[src/rtl/fetch_queue.sv]
// ---------------------------------------------------------------------------
// fetch_queue
//   Instruction-fetch stage with a prefetch queue in front of a handshaked,
//   variable-latency instruction memory. A fetch PC issues in-order requests
//   (up to DEPTH in flight plus queued). Each non-stale response is queued
//   with its PC and offered to decode on a valid/ready interface. A redirect
//   reloads both PCs, flushes the queue and arranges for responses still in
//   flight to be discarded on arrival.
//
// Ports
//   clk          clock, all state on rising edge
//   rst          asynchronous active-low reset
//   imem_req     request valid (combinational), address on imem_addr
//   imem_addr    fetch address (= fetch PC)
//   imem_ready   imem accepts the request this cycle
//   imem_valid   response valid, returned in request order
//   imem_data    response instruction
//   imem_err     response error, qualified by imem_valid
//   redirect     load redirect_pc, flush queue, discard in-flight responses
//   redirect_pc  redirect target PC
//   inst_valid   queue head valid
//   inst         head instruction (holds last value when empty)
//   inst_pc      head PC (holds last value when empty)
//   inst_pcplus  inst_pc + INC
//   inst_ready   decode consumes the head
//   err          sticky fetch error, cleared by redirect or reset
// ---------------------------------------------------------------------------
module fetch_queue #(
    parameter int unsigned      WIDTH    = 16,
    parameter int unsigned      DEPTH    = 4,
    parameter logic [WIDTH-1:0] RESET_PC = '0,
    parameter logic [WIDTH-1:0] INC      = WIDTH'(2)
) (
    input  logic             clk,
    input  logic             rst,
    output logic             imem_req,
    output logic [WIDTH-1:0] imem_addr,
    input  logic             imem_ready,
    input  logic             imem_valid,
    input  logic [WIDTH-1:0] imem_data,
    input  logic             imem_err,
    input  logic             redirect,
    input  logic [WIDTH-1:0] redirect_pc,
    output logic             inst_valid,
    output logic [WIDTH-1:0] inst,
    output logic [WIDTH-1:0] inst_pc,
    output logic [WIDTH-1:0] inst_pcplus,
    input  logic             inst_ready,
    output logic             err
);

    localparam int unsigned AW = $clog2(DEPTH);
    localparam int unsigned CW = AW + 1;

    logic [WIDTH-1:0] fetch_pc;
    logic [WIDTH-1:0] resp_pc;
    logic [CW-1:0]    outstanding;
    logic [CW-1:0]    count;
    logic [CW-1:0]    discard;
    logic [AW-1:0]    rd_ptr;
    logic [AW-1:0]    wr_ptr;
    logic [WIDTH-1:0] q_inst [DEPTH];
    logic [WIDTH-1:0] q_pc   [DEPTH];

    logic [CW:0]      inuse;
    logic             accept;
    logic             resp_drop;
    logic             push;
    logic             pop;
    logic [AW-1:0]    rd_ptr_next;
    logic [CW-1:0]    count_left;
    logic [CW-1:0]    count_next;
    logic [WIDTH-1:0] head_inst;
    logic [WIDTH-1:0] head_pc;

    always_comb begin
        inuse       = {1'b0, outstanding} + {1'b0, count};
        // Credit rule: outstanding + queued never exceeds DEPTH, so a push
        // can never find the queue full.
        imem_req    = rst & ~redirect & ~err & (inuse < (CW+1)'(DEPTH));
        imem_addr   = fetch_pc;
        accept      = imem_req & imem_ready;
        resp_drop   = (discard != '0);
        push        = ~redirect & imem_valid & ~resp_drop & ~imem_err;
        pop         = ~redirect & inst_valid & inst_ready;
        rd_ptr_next = rd_ptr + AW'(pop);
        count_left  = count - CW'(pop);
        count_next  = count_left + CW'(push);
        // Head after this edge: the incoming entry if nothing older survives
        // the pop, otherwise the next stored entry.
        if (count_left == '0) begin
            head_inst = imem_data;
            head_pc   = resp_pc;
        end else begin
            head_inst = q_inst[rd_ptr_next];
            head_pc   = q_pc[rd_ptr_next];
        end
        inst_pcplus = inst_pc + INC;
    end

    always_ff @(posedge clk or negedge rst) begin
        if (!rst) begin
            fetch_pc    <= RESET_PC;
            resp_pc     <= RESET_PC;
            outstanding <= '0;
            count       <= '0;
            discard     <= '0;
            err         <= 1'b0;
            rd_ptr      <= '0;
            wr_ptr      <= '0;
            inst_valid  <= 1'b0;
            inst        <= '0;
            inst_pc     <= '0;
        end else if (redirect) begin
            fetch_pc    <= redirect_pc;
            resp_pc     <= redirect_pc;
            count       <= '0;
            rd_ptr      <= '0;
            wr_ptr      <= '0;
            inst_valid  <= 1'b0;
            err         <= 1'b0;
            // A response arriving now is dropped here; every other request
            // still in flight must be dropped when it returns.
            outstanding <= outstanding - CW'(imem_valid);
            discard     <= outstanding - CW'(imem_valid);
        end else begin
            if (accept) begin
                fetch_pc <= fetch_pc + INC;
            end
            outstanding <= outstanding + CW'(accept) - CW'(imem_valid);
            if (imem_valid) begin
                if (resp_drop) begin
                    discard <= discard - CW'(1);
                end else if (imem_err) begin
                    err <= 1'b1;
                end else begin
                    resp_pc <= resp_pc + INC;
                end
            end
            if (push) begin
                wr_ptr <= wr_ptr + AW'(1);
            end
            rd_ptr     <= rd_ptr_next;
            count      <= count_next;
            inst_valid <= (count_next != '0);
            if (count_next != '0) begin
                inst    <= head_inst;
                inst_pc <= head_pc;
            end
        end
    end

    // Queue storage needs no reset: a slot is always written before it is read.
    always_ff @(posedge clk) begin
        if (push) begin
            q_inst[wr_ptr] <= imem_data;
            q_pc[wr_ptr]   <= resp_pc;
        end
    end

endmodule

[config.mk]
export PLATFORM = sky130hd
export DESIGN_NAME = fetch_queue
export DESIGN_NICKNAME = d
export VERILOG_FILES = /design/src/rtl/fetch_queue.sv
export SDC_FILE = /design/constraint.sdc
export NUM_CORES = 1
export LEC_CHECK = 0
export BUFFER_PORTS_ARGS = -buffer_cell sky130_fd_sc_hd__buf_2
export CAP_MARGIN = 20
export CELL_PAD_IN_SITES_DETAIL_PLACEMENT = 0
export CELL_PAD_IN_SITES_GLOBAL_PLACEMENT = 1
export CORE_MARGIN = 2
export CORE_UTILIZATION = 45
export DETAILED_ROUTE_END_ITERATION = 12
export PLACE_DENSITY_LB_ADDON = 0.1
export RECOVER_POWER = 25
export SLEW_MARGIN = 10
export SYNTH_ARGS = -nofsm -noshare
export SYNTH_HDL_FRONTEND = slang
export SYNTH_SLANG_ARGS = --single-unit
export TNS_END_PERCENT = 20
[constraint.sdc]
create_clock -name clk -period 8.2 [get_ports clk]
set_input_delay 1.64 -clock clk [delete_from_list [all_inputs] [get_ports clk]]
set_output_delay 1.64 -clock clk [all_outputs]
set_load 0.005 [all_outputs]
==> flow_summary.json, run 1 <==
{
  "synth-main-ff-cell": "edfxtp_1",
  "power_frac_comb_pct": 21.8,
  "hold-path-endpoint": "inst[6]$_DFFE_PN0P_",
  "post_cts_buffers": 0,
  "drc": 0,
  "period_share_pct": 69.5,
  "post_drt_wl_per_cell_um": 19.6,
  "fin_area_sq_um": 10500,
  "p_leak_nw": 3.98,
  "ant_nets": 0,
  "hold_buffers": 0,
  "n_antenna_cell": 0,
  "cts_tree": "built",
  "crit_chain": "clkbuf_1 -> nor4b_4 -> and3_1 -> buf_2",
  "power_switching_uw": 897,
  "critPathCaptureType": "primary output",
  "area_delta_synth_final_pct": 16.5,
  "cap_violations": 1,
  "synth_area_sq_um": 9040,
  "cp_slowest_cell": "clkbuf_1",
  "finalClockSkew_ns": 0.0220,
  "coreArea_sq_um": 19600,
  "hpwl_um": 13100,
  "place.gp.congestion": 0.797,
  "grt_pass1_wl_um": 33100,
  "yosysUniqueCellTypes": 52,
  "h-tree-depth": 1,
  "fillers": 1674,
  "placed_cell_area_sq_um": 9870,
  "tightest_slew_ns": 2.11,
  "violations": "max-capacitance violations, max-slew violations",
  "power_frac_clock_pct": 31.7,
  "max_freq_mhz": 176,
  "synth-edff-count": 128,
  "track_usage_pct": 19.7,
  "rr_startpoint": "discard[0]$_DFFE_PN0P_",
  "seq_area_sq_um": 5820,
  "r2r-end": "inst_pc[7]$_DFFE_PN0P_",
  "multi_input_area_sq_um": 3010,
  "rsz0062_at_grt": "false",
  "clockBufferDepth": 3,
  "holdCritStartpoint": "inst[6]$_DFFE_PN0P_",
  "die-area_sq_um": 21200,
  "synthCells": 683,
  "cp.arrival_ns": 4.06,
  "syn_nets": 743,
  "r2r_cells": 12,
  "worstSetupStartpointType": "input port",
  "vias_per_cell": 5.53,
  "switching_share_pct": 30.3,
  "cts.sinks": 207,
  "period_needed_ns": 5.70,
  "path_clk_slew_ns": 0.06,
  "grt_pass1_vias": 5981,
  "start_util_pct": 46.2,
  "numCtsBuffers": 23,
  "gr-total-overflow": 0,
  "num_vias": 5910,
  "fin_tns_setup_ns": 0,
  "final_layout_size_suffix_gt1_share_pct": 21.4,
  "critical_path_peak_fanout": 35,
  "path_class": "in -> out",
  "synth_seq_cells": 207,
  "first_iter_violations": 346,
  "pin_count": 106,
  "hold_class": "reg -> reg",
  "holdWs_ns": 0.521,
  "clock_latency_ns": 0.52,
  "yosysSeqAreaShare_pct": 64.4,
  "critPathLaunch": "rst",
  "finalWirelength_um": 20900,
  "cpPeakStageDelay_ns": 1.47,
  "setup-violations-final": 0,
  "rows": 51,
  "slew_headroom_pct": -40.7,
  "antenna_found_initial": 0,
  "fp.dieH_um": 146,
  "nets": 846,
  "root_buffer": "clkbuf_16",
  "avgSynthCellArea_sq_um": 13.2,
  "status": "complete, but fails checks",
  "rrSetupSlack_ns": 4.98,
  "hold_viol": 0,
  "die_w_um": 146,
  "powerDensity_nw_per_um2": 281,
  "port_buffers": 105,
  "dr.pass1.iters": 4,
  "seqPwrFrac_pct": 46.4,
  "yosysWarningCount": 0,
  "ir_drop_mv": 0.139,
  "hold_path_depth": 2,
  "async_flop_share_pct": 38.2,
  "cts_resized": 0,
  "report.final.slew_viol_count": 36,
  "worstPathRequired_ns": 6.56,
  "internal_power_mw": 2.07,
  "grt_max_degree": 56
}
[routing by layer]
metal,vias up,share of wire [%],GRT usage [%]
li1,2743,-,-
met1,2993,45,27.8
met2,148,49,32.9
met3,26,4.6,2.79
met4,0,1.4,4.17
met5,-,0,0
[through the flow]
stage | utilization [%] | cells | total power [mW] | setup slack, ns
after floorplan | - | 683 | 1.75 | 4.02
after CTS | 53.9 | 1068 | 3.00 | 3.14
after global routing | 53.8 | 1068 | 3.13 | 2.17
after global placement | 50.3 | 1025 | 2.03 | 2.61
after detailed placement | 50.4 | 1026 | 2.06 | 2.64
final | 53.8 | 1068 | 2.97 | 2.50
[cell type report]
type	instances	share of cell area [%]
Inverter	28	0.998
Clock inverter	9	0.499
Tap cell	265	3.15
Sequential cell	207	55.2
Multi-Input combinational cell	413	28.5
Timing Repair Buffer	113	5.56
Clock buffer	33	6.01
[flip-flops by register name (all words and copies together) (netlist names), 3 cells and up]
signal / count
count: 3
outstanding: 3
q_inst: 64
inst_pc: 16
discard: 3
q_pc: 64
imem_addr: 16
inst: 16
resp_pc: 16
[critical path, delay by kind of cell]
| family | cells | cell delay (ns) |
|---|---|---|
| buf+inv | 2 | 1.59 |
| simple gates | 2 | 0.78 |
[power by group through the flow]
stage          sequential, mW  clock (mW)  combinational (mW)
2_1_floorplan            1.37           0               0.380
3_3_place_gp             1.39           0               0.637
3_5_place_dp             1.40           0               0.659
4_1_cts                  1.38       0.963               0.663
5_1_grt                  1.40        1.01               0.725
6_report                 1.38       0.941               0.647
[Yosys cell counts, types with 8 or more instances]
master | n | area [sq um]
edfxtp_1 | 128 | 3840
dfrtp_1 | 79 | 1980
a21oi_1 | 78 | 390
nand2_1 | 73 | 274
nor2_1 | 49 | 184
mux4_2 | 32 | 721
inv_1 | 27 | 101
clkbuf_1 | 26 | 97.6
ha_1 | 20 | 250
nand3_1 | 19 | 95.1
o21ai_0 | 15 | 75.1
xor2_1 | 15 | 131
and3_1 | 13 | 81.3
xnor2_1 | 12 | 105
nand4_1 | 11 | 68.8
nor3_1 | 10 | 50.1
o211ai_1 | 8 | 60.1
[logic make-up after synthesis]
| group | count (synthesis) | synth area share, % |
|---|---|---|
| compound gates | 125 | 7.94 |
| mux | 32 | 7.97 |
| simple gates | 207 | 11.1 |
| buf+inv | 63 | 2.81 |
| fa+ha+maj | 21 | 2.99 |
| flops | 207 | 64.4 |
| xor+xnor | 28 | 2.88 |
[cells in the final DEF, fill, tap and decap left out, drive strengths merged, types with 7 or more instances in the layout]
| cell type | n |
|---|---|
| xor2 | 15 |
| and3 | 13 |
| nand2 | 73 |
| buf | 97 |
| clkbuf | 49 |
| inv | 29 |
| nand4 | 11 |
| nor3 | 10 |
| o211ai | 8 |
| nand3 | 19 |
| ha | 20 |
| nor2 | 49 |
| nor4 | 7 |
| a21oi | 78 |
| xnor2 | 12 |
| edfxtp | 128 |
| o21ai | 16 |
| clkinv | 7 |
| dfrtp | 79 |
| mux4 | 32 |
[worst max path at each step]
stage,endpoint,slack [ns]
after floorplan,inst[0]$_DFFE_PN0P_,4.02
after global placement,inst[15]$_DFFE_PN0P_,2.61
after detailed placement,inst_pc[8]$_DFFE_PN0P_,2.64
after CTS,inst_pc[7]$_DFFE_PN0P_,3.14
after global routing,imem_req,2.17
final,imem_req,2.50
(Power assumes the default switching activity.)
==> inputs of run 2 (changes only) <==
==> constraint.sdc (replaced) <==
create_clock -name clk -period 5.3 [get_ports clk]
set_input_delay 1.06 -clock clk [delete_from_list [all_inputs] [get_ports clk]]
set_output_delay 1.06 -clock clk [all_outputs]
set_load 0.005 [all_outputs]
==> run 2 against run 1 <==
Compared with the run above:
- the flow now finishes without violations
- sequential share of layout area down 0.63 points
- count of clock-buffer cells in the layout unchanged
- routed wire length up 1.3%
- hold slack worse by 0.0018 ns
- power up 61%
- final cell count about the same
- global-route usage up 0.40 points
- setup slack worse by 0.81 ns
- register-to-register slack worse by 2.7 ns
- critical path type is now reg -> out
==> flow_summary.json, run 2 (synthesis results as in run 1) <==
{
  "status": "finished, final reports clean",
  "hold_buffers": 0,
  "fp.dieH_um": 146,
  "path_class": "reg -> out",
  "coreArea_sq_um": 19600,
  "p_leak_nw": 4.03,
  "period_share_pct": 68.1,
  "power_switching_mw": 1.38,
  "tightest_slew_ns": 0.976,
  "grt_pass1_wl_um": 34300,
  "power_frac_comb_pct": 21.2,
  "cts.sinks": 207,
  "h-tree-depth": 1,
  "antenna_found_initial": 0,
  "critical_path_peak_fanout": 4,
  "dr.pass1.iters": 7,
  "slew_headroom_pct": 34.1,
  "numCtsBuffers": 22,
  "track_usage_pct": 20.1,
  "hpwl_um": 13500,
  "start_util_pct": 46.2,
  "first_iter_violations": 394,
  "max_freq_mhz": 277,
  "cts_tree": "built",
  "port_buffers": 105,
  "gr-total-overflow": 0,
  "grt_pass1_vias": 6106,
  "fillers": 1677,
  "wl_met2_um": 10400,
  "grt_max_degree": 46,
  "area_delta_synth_final_pct": 17.8,
  "final_common_cell": "edfxtp_1",
  "report.final.slew_viol_count": 0,
  "final_layout_size_suffix_gt1_share_pct": 21.8,
  "clockBufferDepth": 3,
  "switching_share_pct": 28.9,
  "pin_count": 106,
  "path_clk_slew_ns": 0.06,
  "powerDensity_nw_per_um2": 447,
  "ant_nets": 0,
  "nets": 848,
  "internal_power_mw": 3.39,
  "hold_class": "reg -> reg",
  "place.gp.congestion": 0.820,
  "finalClockSkew_ns": 0.0112,
  "hold_viol": 0,
  "power_frac_clock_pct": 34.0,
  "drc": 0,
  "num_vias": 5920,
  "post_cts_buffers": 0,
  "top_regs": "q_inst: 64 flops, q_pc: 64 flops",
  "cap_violations": 0,
  "vias_per_cell": 5.54,
  "root_buffer": "clkbuf_16",
  "fin_tns_setup_ns": 0,
  "die-area_sq_um": 21200,
  "die_w_um": 146,
  "seqPwrFrac_pct": 44.8,
  "finalWirelength_um": 21200,
  "post_drt_wl_per_cell_um": 19.8,
  "cp.arrival_ns": 2.55,
  "holdWs_ns": 0.519,
  "layout_common_cells": "128 x edfxtp_1, 89 x buf_2, 79 x dfrtp_1",
  "worstPathRequired_ns": 4.24,
  "drt-met1-wl_um": 9490,
  "n_antenna_cell": 0,
  "rows": 51,
  "rsz0062_at_grt": "false",
  "maxUsedRoutingLayer": "met4",
  "ir_drop_mv": 0.261,
  "worstSetupStartpointType": "flop",
  "clock_latency_ns": 0.50,
  "wl_met3_um": 1050,
  "cts_resized": 0,
  "critPathCaptureType": "primary output",
  "setup-violations-final": 0,
  "period_needed_ns": 3.61
}
==> run 2: through the flow <==
stage	setup WS (ns)	instances	instance area [sq um]	power [mW]	util, %
5_1_grt	1.54	1069	10700	5.02	54.4
2_1_floorplan	1.70	683	9040	2.70	-
6_report	1.69	1069	10700	4.77	54.4
4_1_cts	1.63	1069	10700	4.81	54.5
3_5_place_dp	1.29	1029	9900	3.19	50.5
3_3_place_gp	1.38	1029	9900	3.15	50.5
==> run 2: power by group through the flow <==
| stage | sequential (mW) | combinational, mW | clock (mW) |
|---|---|---|---|
| floorplan | 2.11 | 0.588 | 0 |
| global placement | 2.16 | 0.991 | 0 |
| detailed placement | 2.17 | 1.02 | 0 |
| CTS | 2.14 | 1.03 | 1.65 |
| global route | 2.16 | 1.14 | 1.72 |
| finish | 2.13 | 1.01 | 1.62 |
==> run 2: final cells by class <==
type                    instances  area, sq um  share of cell area, %
inverters                      28          105                  0.986
clock buffers                  33          666                   6.25
well taps                     265          332                   3.11
flip-flops and latches        207         5820                   54.6
clock inverters                 7          110                   1.03
multi-input cells             413         3010                   28.2
repair buffers                116          617                   5.79
==> run 2: critical path, stage by stage, from the launching register on <==
cell and delay, ns:
dfrtp_1 0.40, ha_1 0.23, nand2_1 0.11, nor3_1 0.78, nand3_1 0.20, xnor2_1 0.19, buf_2 0.13
==> run 2: routing by layer <==
metal  track usage (%)  up-vias
met5                 0        -
met4              4.12        0
met3              3.61       23
met2              33.2      147
met1              28.2     3009
li1                  -     2741
==> run 2: final timing paths <==
kind | slack (ns) | start | cells after the start | end
setup reg to reg | 2.31 | count[2]$_DFF_PN0_ | 11 | outstanding[2]$_DFF_PN0_
max in group asynchronous | 3.75 | rst | 2 | inst[13]$_DFFE_PN0P_
min in group asynchronous | 0.53 | rst | 1 | imem_addr[4]$_DFFE_PN0N_
setup / recovery | 1.69 | inst_pc[2]$_DFFE_PN0P_ | 6 | inst_pcplus[13]
hold / removal | 0.52 | imem_addr[0]$_DFFE_PN0P_ | 2 | imem_addr[0]$_DFFE_PN0P_
hold reg to reg | 0.52 | imem_addr[0]$_DFFE_PN0P_ | 2 | imem_addr[0]$_DFFE_PN0P_
==> inputs of run 3 (changes only) <==
--- a/config.mk
+++ b/config.mk
@@ -5,12 +5,13 @@
 export SDC_FILE = /design/constraint.sdc
 export NUM_CORES = 1
 export LEC_CHECK = 0
+export ABC_AREA = 1
 export BUFFER_PORTS_ARGS = -buffer_cell sky130_fd_sc_hd__buf_2
 export CAP_MARGIN = 20
 export CELL_PAD_IN_SITES_DETAIL_PLACEMENT = 0
 export CELL_PAD_IN_SITES_GLOBAL_PLACEMENT = 1
 export CORE_MARGIN = 2
-export CORE_UTILIZATION = 45
+export CORE_UTILIZATION = 41
 export DETAILED_ROUTE_END_ITERATION = 12
 export PLACE_DENSITY_LB_ADDON = 0.1
 export RECOVER_POWER = 25
==> constraint.sdc (replaced) <==
create_clock -name clk -period 3.3 [get_ports clk]
set_input_delay 0.66 -clock clk [delete_from_list [all_inputs] [get_ports clk]]
set_output_delay 0.66 -clock clk [all_outputs]
set_load 0.005 [all_outputs]
==> run 3 against run 2 <==
Compared with the run above:
- register-to-register slack worse by 1.5 ns
- power is 57% higher
- first-iteration DRC count is 10% lower
- routed wire length is 17% higher
- synthesized area is 9.5% higher
- critical path depth stayed put
- synthesized cell count is 60% higher
- critical endpoint is now inst_pcplus[15]
- clock skew is 0.011 ns higher
- critical path type unchanged
==> flow_summary.json, run 3 <==
{
  "hold_class": "in -> reg",
  "vias_per_cell": 4.81,
  "switching_share_pct": 32.2,
  "synth_top_area_share_pct": 38.8,
  "period_needed_ns": 3.10,
  "post_drt_wl_per_cell_um": 16.1,
  "power_switching_mw": 2.41,
  "pin_count": 106,
  "synth-main-ff-cell": "edfxtp_1",
  "worstSetupStartpointType": "flop",
  "yosysSeqAreaShare_pct": 58.8,
  "antenna_found_initial": 0,
  "power_frac_clock_pct": 30.6,
  "rsz0062_at_grt": "false",
  "numCtsBuffers": 23,
  "area_delta_synth_final_pct": 16.1,
  "tightest_slew_ns": 1.31,
  "internal_power_mw": 5.08,
  "placed_cells": 1494,
  "dr.pass1.iters": 4,
  "drc": 0,
  "ys_top_cells_by_count": "510 x nand2_1, 128 x edfxtp_1, 79 x dfrtp_1, 79 x inv_1, 49 x o21ai_1",
  "syn_nets": 1152,
  "place.gp.congestion": 0.793,
  "cts_tree": "built",
  "coreArea_sq_um": 23600,
  "grt_max_degree": 65,
  "hold_buffers": 0,
  "max_freq_mhz": 323,
  "layout_common_cells": "510 x nand2_1, 128 x edfxtp_1, 88 x buf_2",
  "cap_violations": 0,
  "layout_setup_ws_ns": 0.201,
  "root_buffer": "clkbuf_16",
  "cts_resized": 0,
  "power.total_mw": 7.50,
  "grt_pass1_vias": 7163,
  "die_w_um": 159,
  "fp.dieH_um": 159,
  "ir_drop_mv": 0.279,
  "port_buffers": 105,
  "worstPathRequired_ns": 2.64,
  "die-area_sq_um": 25400,
  "clockBufferDepth": 3,
  "synth.area.top_cells": "edfxtp_1 39%, dfrtp_1 20%, nand2_1 19%",
  "synth-edff-count": 128,
  "synth_most_common_cell": "nand2_1",
  "cts.sinks": 207,
  "pre_cts_ws_ns": 0.443,
  "critical_path_peak_fanout": 5,
  "final_layout_size_suffix_gt1_share_pct": 13.5,
  "n_antenna_cell": 0,
  "finalWirelength_um": 24800,
  "nets": 1260,
  "gr-total-overflow": 0,
  "status": "finished, final reports clean",
  "power_frac_comb_pct": 23.5,
  "hpwl_um": 15900,
  "p_leak_nw": 5.25,
  "num_vias": 7384,
  "fin_tns_setup_ns": 0,
  "track_usage_pct": 19.7,
  "report.final.slew_viol_count": 0,
  "avgSynthCellArea_sq_um": 9.07,
  "critPathCaptureType": "primary output",
  "slew_headroom_pct": 12.9,
  "h-tree-depth": 1,
  "path_clk_slew_ns": 0.06,
  "path_class": "reg -> out",
  "holdWs_ns": 0.417,
  "powerDensity_nw_per_um2": 652,
  "ant_nets": 0,
  "first_iter_violations": 354,
  "yosysUniqueCellTypes": 40,
  "async_flop_share_pct": 38.2,
  "setup-violations-final": 0,
  "finalClockSkew_ns": 0.0226,
  "period_share_pct": 93.9,
  "instances_no_fill": 1536,
  "final_common_cell": "nand2_1",
  "rows": 56,
  "yosysWarningCount": 0,
  "grt_pass1_wl_um": 39600,
  "synth_area_sq_um": 9910,
  "top_regs": "q_inst: 64 flops, q_pc: 64 flops",
  "hold_viol": 0,
  "synth_seq_cells": 207,
  "cp.arrival_ns": 2.44,
  "synthCells": 1092,
  "start_util_pct": 42.0,
  "seqPwrFrac_pct": 45.9,
  "clock_latency_ns": 0.51,
  "synth_top_area_cell": "edfxtp_1",
  "post_cts_buffers": 0
}
[run 3: power groups by stage]
stage | combinational (mW) | sequential (mW) | clock, mW
global route | 2.02 | 3.48 | 2.46
CTS | 1.80 | 3.44 | 2.36
global placement | 1.77 | 3.49 | 0
finish | 1.76 | 3.44 | 2.30
floorplan | 1.13 | 3.39 | 0
detailed placement | 1.79 | 3.49 | 0
[run 3: layout make-up]
class	count	area, sq um
Fill cell	2304	12100
Sequential cell	207	5820
Multi-Input combinational cell	758	3520
Timing Repair Buffer	125	763
Clock buffer	28	604
Tap cell	319	399
Inverter	85	319
Clock inverter	14	70.1
[run 3: critical path, cell delays in order, from the launching register on]
cell and delay (ns):
dfrtp_1 0.42, ha_1 0.25, nand3_1 0.20, nor3_1 0.40
nand2_1 0.18, xnor2_1 0.30, buf_2 0.17
[run 3: worst paths after layout]
check                                  startpoint                        to  slack [ns]  cells past startpoint
max                        inst_pc[1]$_DFFE_PN0P_           inst_pcplus[15]        0.20                      6
min                                redirect_pc[9]  imem_addr[9]$_DFFE_PN0N_        0.42                      3
max reg2reg                discard[0]$_DFFE_PN0P_      inst[10]$_DFFE_PN0P_        0.77                     15
min reg2reg                   inst[2]$_DFFE_PN0P_       inst[2]$_DFFE_PN0P_        0.47                      2
max in group asynchronous                     rst  imem_addr[1]$_DFFE_PN0N_        1.17                      3
min in group asynchronous                     rst       inst[2]$_DFFE_PN0P_        0.62                      2
[run 3: cells by family after synthesis]
kind of cell             share of synthesized area, %
adder cells (fa/ha/maj)                          2.73
AO/OA/AOI/OAI                                    4.79
XOR/XNOR                                         2.63
AND/OR/NAND/NOR                                  25.1
buffers and inverters                            5.99
flip-flops                                       58.8
[run 3: stage by stage]
step	utilization, %	instance area [sq um]
after CTS	48.8	11500
after global routing	48.7	11500
after detailed placement	46.0	10900
final	48.7	11500
after global placement	46.0	10900
after floorplan	-	9910
[run 3: routing by layer]
layer	track usage (%)	wire length (um)
met5	0	0
met4	4.75	469
met1	25.9	11100
met3	3.05	1210
met2	34.3	12000
